$ cat config.mk
export PLATFORM = sky130hd
export DESIGN_NAME = cp0_flat
export DESIGN_NICKNAME = d
export VERILOG_FILES = /design/src/rtl/cp0_pkg.sv /design/src/rtl/cp0_if.sv /design/src/rtl/cp0_exc_arb.sv /design/src/rtl/cp0.sv /design/src/flat_wrapper.sv
export SDC_FILE = /design/constraint.sdc
export NUM_CORES = 1
export LEC_CHECK = 0
export ABC_AREA = 1
export ABC_CLOCK_PERIOD_IN_PS = 3100
export BUFFER_PORTS_ARGS = -buffer_cell sky130_fd_sc_hd__buf_4
export CAP_MARGIN = 20
export CELL_PAD_IN_SITES_DETAIL_PLACEMENT = 0
export CELL_PAD_IN_SITES_GLOBAL_PLACEMENT = 2
export CORE_ASPECT_RATIO = 0.8
export CORE_MARGIN = 10
export CORE_UTILIZATION = 26
export CTS_BUF_LIST = sky130_fd_sc_hd__clkbuf_8 sky130_fd_sc_hd__clkbuf_16
export DETAILED_ROUTE_END_ITERATION = 8
export PLACE_DENSITY_LB_ADDON = 0.25
export SYNTH_ARGS = -nofsm -noshare
export SYNTH_HDL_FRONTEND = slang
export SYNTH_HIERARCHICAL = 1
export SYNTH_SLANG_ARGS = --single-unit
export TNS_END_PERCENT = 1
$ cat constraint.sdc
create_clock -name clk -period 3.1 [get_ports clk]
set_input_delay 0.155 -clock clk [delete_from_list [all_inputs] [get_ports clk]]
set_output_delay 0.155 -clock clk [all_outputs]
set_load 0.02 [all_outputs]
$ cat src/rtl/cp0_pkg.sv
// ----------------------------------------------------------------------------
// cp0_defs: shared definitions for the P8 coprocessor-0 slice.
//   - CP0 register indices (SR, Cause, EPC, PRId)
//   - exception codes written into Cause.ExcCode
//   - field bit positions inside SR and Cause
//   - helper that computes the EPC value for a victim instruction
// No ports; imported by cp0_if, cp0_exc_arb and cp0.
// ----------------------------------------------------------------------------
package cp0_defs;

    // Register indices as seen by mfc0/mtc0
    localparam logic [4:0] REG_SR    = 5'd12;
    localparam logic [4:0] REG_CAUSE = 5'd13;
    localparam logic [4:0] REG_EPC   = 5'd14;
    localparam logic [4:0] REG_PRID  = 5'd15;

    // Exception codes
    localparam logic [4:0] EXC_INT     = 5'd0;
    localparam logic [4:0] EXC_ADEL    = 5'd4;
    localparam logic [4:0] EXC_ADES    = 5'd5;
    localparam logic [4:0] EXC_SYSCALL = 5'd8;
    localparam logic [4:0] EXC_RI      = 5'd10;
    localparam logic [4:0] EXC_OV      = 5'd12;

    // Number of hardware interrupt lines (fixed by the IM/IP field width)
    localparam int HWINT_W = 6;

    // Field positions
    localparam int SR_IE_BIT     = 0;
    localparam int SR_EXL_BIT    = 1;
    localparam int SR_IM_LO      = 10;
    localparam int SR_IM_HI      = 15;
    localparam int CAUSE_EXC_LO  = 2;
    localparam int CAUSE_EXC_HI  = 6;
    localparam int CAUSE_IP_LO   = 10;
    localparam int CAUSE_IP_HI   = 15;
    localparam int CAUSE_BD_BIT  = 31;

    // Handler entry point the PC redirects to when Req is raised
    localparam logic [31:0] EXC_VECTOR = 32'h0000_4180;

    // EPC for a victim: a delay-slot victim restarts at its branch (VPC-4).
    // Arithmetic wraps mod 2^32; the low two bits are always cleared.
    function automatic logic [31:0] epc_target(input logic [31:0] vpc, input logic bd);
        logic [31:0] pc;
        pc = bd ? (vpc - 32'd4) : vpc;
        return {pc[31:2], 2'b00};
    endfunction

endpackage

$ cat src/rtl/cp0_if.sv
// ----------------------------------------------------------------------------
// cp0_if: bundle between the P8 pipeline (master) and coprocessor 0 (slave).
//   A1        mfc0 read index          A2        mtc0 write index
//   Din       mtc0 write data          WE        mtc0 write enable
//   VPC       victim PC (M stage)      BDIn      victim in a delay slot
//   ExcCodeIn M-stage exception code   HWInt     interrupt lines (level)
//   EXLClr    eret in M stage
//   Dout      mfc0 read data           EPCOut    current EPC
//   Req       exception/interrupt request
// ----------------------------------------------------------------------------
interface cp0_if;
    import cp0_defs::*;

    logic [4:0]         A1;
    logic [4:0]         A2;
    logic [31:0]        Din;
    logic               WE;
    logic [31:0]        VPC;
    logic               BDIn;
    logic [4:0]         ExcCodeIn;
    logic [HWINT_W-1:0] HWInt;
    logic               EXLClr;
    logic [31:0]        Dout;
    logic [31:0]        EPCOut;
    logic               Req;

    modport master (
        output A1, A2, Din, WE, VPC, BDIn, ExcCodeIn, HWInt, EXLClr,
        input  Dout, EPCOut, Req
    );

    modport slave (
        input  A1, A2, Din, WE, VPC, BDIn, ExcCodeIn, HWInt, EXLClr,
        output Dout, EPCOut, Req
    );

endinterface

$ cat src/rtl/cp0_exc_arb.sv
// ----------------------------------------------------------------------------
// cp0_exc_arb: combinational arbitration of hardware interrupts against the
// synchronous M-stage exception.
//   hwint, im     interrupt lines and mask      ie, exl   SR enable bits
//   exc_code_in   M-stage exception code (0 = none)
//   int_req       unmasked interrupt pending    exc_req   exception pending
//   req           either of the above
//   exc_code_nxt  code to latch into Cause.ExcCode when req is taken
// ----------------------------------------------------------------------------
module cp0_exc_arb
    import cp0_defs::*;
(
    input  logic [HWINT_W-1:0] hwint,
    input  logic [HWINT_W-1:0] im,
    input  logic               ie,
    input  logic               exl,
    input  logic [4:0]         exc_code_in,
    output logic               int_req,
    output logic               exc_req,
    output logic               req,
    output logic [4:0]         exc_code_nxt
);

    // EXL blocks both sources, so a request raised inside a handler is lost
    // until eret clears EXL.
    assign int_req      = (|(hwint & im)) & ie & ~exl;
    assign exc_req      = (exc_code_in != 5'd0) & ~exl;
    assign req          = int_req | exc_req;
    // Interrupts win over a simultaneous exception.
    assign exc_code_nxt = int_req ? EXC_INT : exc_code_in;

endmodule

$ cat src/rtl/cp0.sv
// ----------------------------------------------------------------------------
// cp0: coprocessor 0 for the P8 pipeline. Holds SR(12), Cause(13), EPC(14)
// and the read-only PRId(15); raises Req combinationally so the PC can
// redirect to the handler in the same cycle.
//   clk    clock, all state on posedge
//   reset  synchronous, active-low
//   bus    cp0_if.slave (see cp0_if for the signal list)
// ----------------------------------------------------------------------------
module cp0
    import cp0_defs::*;
#(
    parameter logic [31:0] PRID    = 32'h2023_0913,
    parameter int          HWINT_W = 6
) (
    input  logic   clk,
    input  logic   reset,
    cp0_if.slave   bus
);

    // SR fields
    logic [HWINT_W-1:0] im_q;
    logic               exl_q;
    logic               ie_q;
    // Cause fields
    logic               bd_q;
    logic [HWINT_W-1:0] ip_q;
    logic [4:0]         exc_code_q;
    // EPC
    logic [31:0]        epc_q;

    logic               int_req;
    logic               exc_req;
    logic               req;
    logic [4:0]         exc_code_nxt;
    logic               we_sr;
    logic               we_epc;

    cp0_exc_arb u_arb (
        .hwint        (bus.HWInt),
        .im           (im_q),
        .ie           (ie_q),
        .exl          (exl_q),
        .exc_code_in  (bus.ExcCodeIn),
        .int_req      (int_req),
        .exc_req      (exc_req),
        .req          (req),
        .exc_code_nxt (exc_code_nxt)
    );

    // Cause and PRId are read-only to software, so only SR and EPC decode.
    assign we_sr  = bus.WE && (bus.A2 == REG_SR);
    assign we_epc = bus.WE && (bus.A2 == REG_EPC);

    always_ff @(posedge clk) begin
        if (!reset) begin
            im_q       <= '0;
            exl_q      <= 1'b0;
            ie_q       <= 1'b0;
            bd_q       <= 1'b0;
            ip_q       <= '0;
            exc_code_q <= 5'd0;
            epc_q      <= 32'd0;
        end else begin
            ip_q <= bus.HWInt;
            if (req) begin
                // The victim is cancelled, so any mtc0 it carries is dropped,
                // and an eret in flight cannot clear the EXL being set here.
                exl_q      <= 1'b1;
                exc_code_q <= exc_code_nxt;
                bd_q       <= bus.BDIn;
                epc_q      <= epc_target(bus.VPC, bus.BDIn);
            end else begin
                if (we_sr) begin
                    im_q  <= bus.Din[SR_IM_HI:SR_IM_LO];
                    ie_q  <= bus.Din[SR_IE_BIT];
                    // An eret alongside the write still leaves EXL clear.
                    exl_q <= bus.Din[SR_EXL_BIT] & ~bus.EXLClr;
                end else if (bus.EXLClr) begin
                    exl_q <= 1'b0;
                end
                if (we_epc) begin
                    epc_q <= bus.Din;
                end
            end
        end
    end

    // mfc0 read port: no bypass of a same-cycle mtc0.
    always_comb begin
        bus.Dout = 32'd0;
        unique case (bus.A1)
            REG_SR:    bus.Dout = {16'd0, im_q, 8'd0, exl_q, ie_q};
            REG_CAUSE: bus.Dout = {bd_q, 15'd0, ip_q, 3'd0, exc_code_q, 2'd0};
            REG_EPC:   bus.Dout = epc_q;
            REG_PRID:  bus.Dout = PRID;
            default:   bus.Dout = 32'd0;
        endcase
    end

    assign bus.EPCOut = epc_q;
    assign bus.Req    = req;

endmodule

$ cat src/flat_wrapper.sv
// flat-port wrapper written by rule: the top's interface ports become plain ports
module cp0_flat import cp0_defs::*;
#(
    parameter logic [31:0] PRID    = 32'h2023_0913,
    parameter int          HWINT_W = 6
)
  (clk, reset, bus_A1, bus_A2, bus_Din, bus_WE, bus_VPC, bus_BDIn, bus_ExcCodeIn, bus_HWInt, bus_EXLClr, bus_Dout, bus_EPCOut, bus_Req);
  cp0_if bus_i ();
  input  logic clk;
  input  logic reset;
  input wire logic [$bits(bus_i.A1)-1:0] bus_A1;
  input wire logic [$bits(bus_i.A2)-1:0] bus_A2;
  input wire logic [$bits(bus_i.Din)-1:0] bus_Din;
  input wire logic [$bits(bus_i.WE)-1:0] bus_WE;
  input wire logic [$bits(bus_i.VPC)-1:0] bus_VPC;
  input wire logic [$bits(bus_i.BDIn)-1:0] bus_BDIn;
  input wire logic [$bits(bus_i.ExcCodeIn)-1:0] bus_ExcCodeIn;
  input wire logic [$bits(bus_i.HWInt)-1:0] bus_HWInt;
  input wire logic [$bits(bus_i.EXLClr)-1:0] bus_EXLClr;
  output wire logic [$bits(bus_i.Dout)-1:0] bus_Dout;
  output wire logic [$bits(bus_i.EPCOut)-1:0] bus_EPCOut;
  output wire logic [$bits(bus_i.Req)-1:0] bus_Req;
  assign bus_i.A1 = bus_A1;
  assign bus_i.A2 = bus_A2;
  assign bus_i.Din = bus_Din;
  assign bus_i.WE = bus_WE;
  assign bus_i.VPC = bus_VPC;
  assign bus_i.BDIn = bus_BDIn;
  assign bus_i.ExcCodeIn = bus_ExcCodeIn;
  assign bus_i.HWInt = bus_HWInt;
  assign bus_i.EXLClr = bus_EXLClr;
  assign bus_Dout = bus_i.Dout;
  assign bus_EPCOut = bus_i.EPCOut;
  assign bus_Req = bus_i.Req;
  cp0 #(.PRID(PRID), .HWINT_W(HWINT_W)) u_core (.clk(clk), .reset(reset), .bus(bus_i));
endmodule
==> flow_summary.yaml <==
clock_tree:
  clkSlewWorstSetupHoldPaths_ps: 70
  clock_latency_ps: 290
  cts_root_buf: "clkbuf_16"
  post_cts_buffers: 0
  clock_path_buffers: 2
  cts.repair.resized: 0
  cts_hold_buf: 0
  tritoncts: "built"
  numCtsBuffers: 5
  h-tree-depth: 2
  clock_sinks: 52
sta:
  finalHoldWorstSlack_ps: 54.2
  timing.final.ws_setup_ps: 1180
  final_max_slew_viol_count: 0
  finalHoldViolations: 0
  setup_viol: 0
  max_slew.worst_pin.slew_ps: 557
  period_minus_slack_ps: 1920
  fmax_mhz: 522
  relSlewSlack: 0.628
  tns_ps: 0
  skew_ps: 6.06
  rsz0062_at_grt: "no"
  layout_worst_path_cycle_share: 0.618
routing:
  post_drt_wl_per_cell_um: 17.0
  drt_iter0_markers: 223
  drc: 0
  ant_nets: 0
  firstDrtPassIters: 4
  via_per_inst: 4.54
  wl_um: 15600
  vias: 4174
floorplan:
  coreArea_sq_um: 13700
  dieArea_sq_um: 19400
  rows: 38
  fp.dieH_um: 127
  die_x_um: 153
  io_pins: 155
  start_util: 0.269
synthesis:
  yosysWarnings: 6
  synth_area_per_cell_sq_um: 6.20
  synth.net_count: 687
  syn-cell-area_sq_um: 3700
  syn_inst: 596
placement:
  dpl_worst_slack_ps: 1180
  place.detailed.hpwl_um: 12700
  gp_congestion: 0.857
  dpl-instance-area_sq_um: 4980
  port_buffers: 152
critical_path:
  r2r_start: "u_core/im_q[2]"
  worst_setup_path_start_kind: "register"
  crit_chain: "nand2_1 -> nand2_1 -> nor2_2 -> nand2_2 -> nand2_1 -> nand2_1 -> inv_1 -> buf_4 -> nand2_1 -> o21ai_0 -> a21oi_1"
  cpMostUsedCell: "nand2_1"
  slowest_delay_ps: 320
  crit_path_top_delay_cell: "nand2_1"
  crit_type: "reg2reg"
  worstSetupEndpointType: "register"
  arrival_ps: 2080
  cp.required_ps: 3260
  critPathLaunch: "u_core/im_q[2]"
  cp_top_family: "simple AND/OR/NAND/NOR gates"
  path_buf_inv: 2
  critPathMaxFanout: 15
worst_hold_path:
  hold_path.startpoint: "bus_HWInt[4]"
  min_path_type: "in2reg"
pwr:
  leakage_nw: 2.47
  p_total_mw: 1.87
  cellPowerDensity_nw_per_um2: 364
  ir_drop_v: 0.000183
global_route:
  grt_max_degree: 47
  grt_usage: 0.158
  grt_pass1_wl_um: 24700
  grt_overflow: 0
  grt_pass1_vias: 4362
  antenna_found_initial: 0
status:
  status: "complete, no violations"
final_layout:
  syn_to_final_growth_pct: 39.1
  final_common_cell: "nand2_1"
  drive_gt1_frac: 0.303
  nNetsFinal: 830
  fillCellCount: 1536
  antenna_cells: 0
  layout_common_cells: "160 x nand2_1, 156 x buf_4, 86 x inv_1"
  stdcell_area_sq_um: 5140
run:
  max-cap-violations: 0
-- per-stage QoR --
step / instances / util
floorplan: 596 / -
finish: 920 / 0.374
CTS: 920 / 0.374
global route: 920 / 0.374
detailed placement: 912 / 0.362
global placement: 912 / 0.362
-- worst register-to-register path: stages (launching register included) --
cell,delay (ps)
dfxtp_1,310
nand2_1,60
nand2_1,60
nor2_2,110
nand2_2,110
nand2_1,80
nand2_1,60
inv_1,110
buf_4,240
nand2_1,320
o21ai_0,270
a21oi_1,60
-- cell type report --
type | instances | area [sq um] | share of cell area
Multi-Input combinational cell | 432 | 2200 | 0.427
Clock inverter | 3 | 38.8 | 0.00754
Sequential cell | 52 | 1040 | 0.202
Clock buffer | 5 | 125 | 0.0243
Tap cell | 180 | 225 | 0.0438
Timing Repair Buffer | 156 | 1170 | 0.228
Inverter | 92 | 345 | 0.0672
-- power breakdown --
| group | switching (mW) | internal [mW] | total [mW] |
|---|---|---|---|
| sequential | 0.0354 | 0.715 | 0.751 |
| combinational | 0.287 | 0.200 | 0.487 |
| clock | 0.258 | 0.377 | 0.635 |
| total | 0.580 | 1.29 | 1.87 |
-- flip-flops by register name, summed over array words and instances (netlist names) --
register,cells
u_core/ie_q,1
u_core/exl_q,1
u_core/bd_q,1
u_core/exc_code_q,5
u_core/bus.EPCOut,32
u_core/ip_q,6
u_core/im_q,6
-- path summary, 6_finish.rpt --
| kind | endpoint | slack [ps] | cells past startpoint |
|---|---|---|---|
| max | u_core/im_q[0] | 1180 | 11 |
| min | u_core/ip_q[4] | 50 | 3 |
| max reg2reg | u_core/im_q[0] | 1180 | 11 |
| min reg2reg | u_core/ie_q | 470 | 2 |
-- metal layers --
layer | vias to the layer above | global-route usage | part of all wire
li1 | 2162 | - | -
met1 | 1872 | 0.208 | 0.47
met2 | 134 | 0.248 | 0.45
met3 | 6 | 0.0540 | 0.080
met4 | 0 | 0.0252 | 0.0052
met5 | - | 0 | 0
No activity file was read; power rests on OpenSTA's default activity.
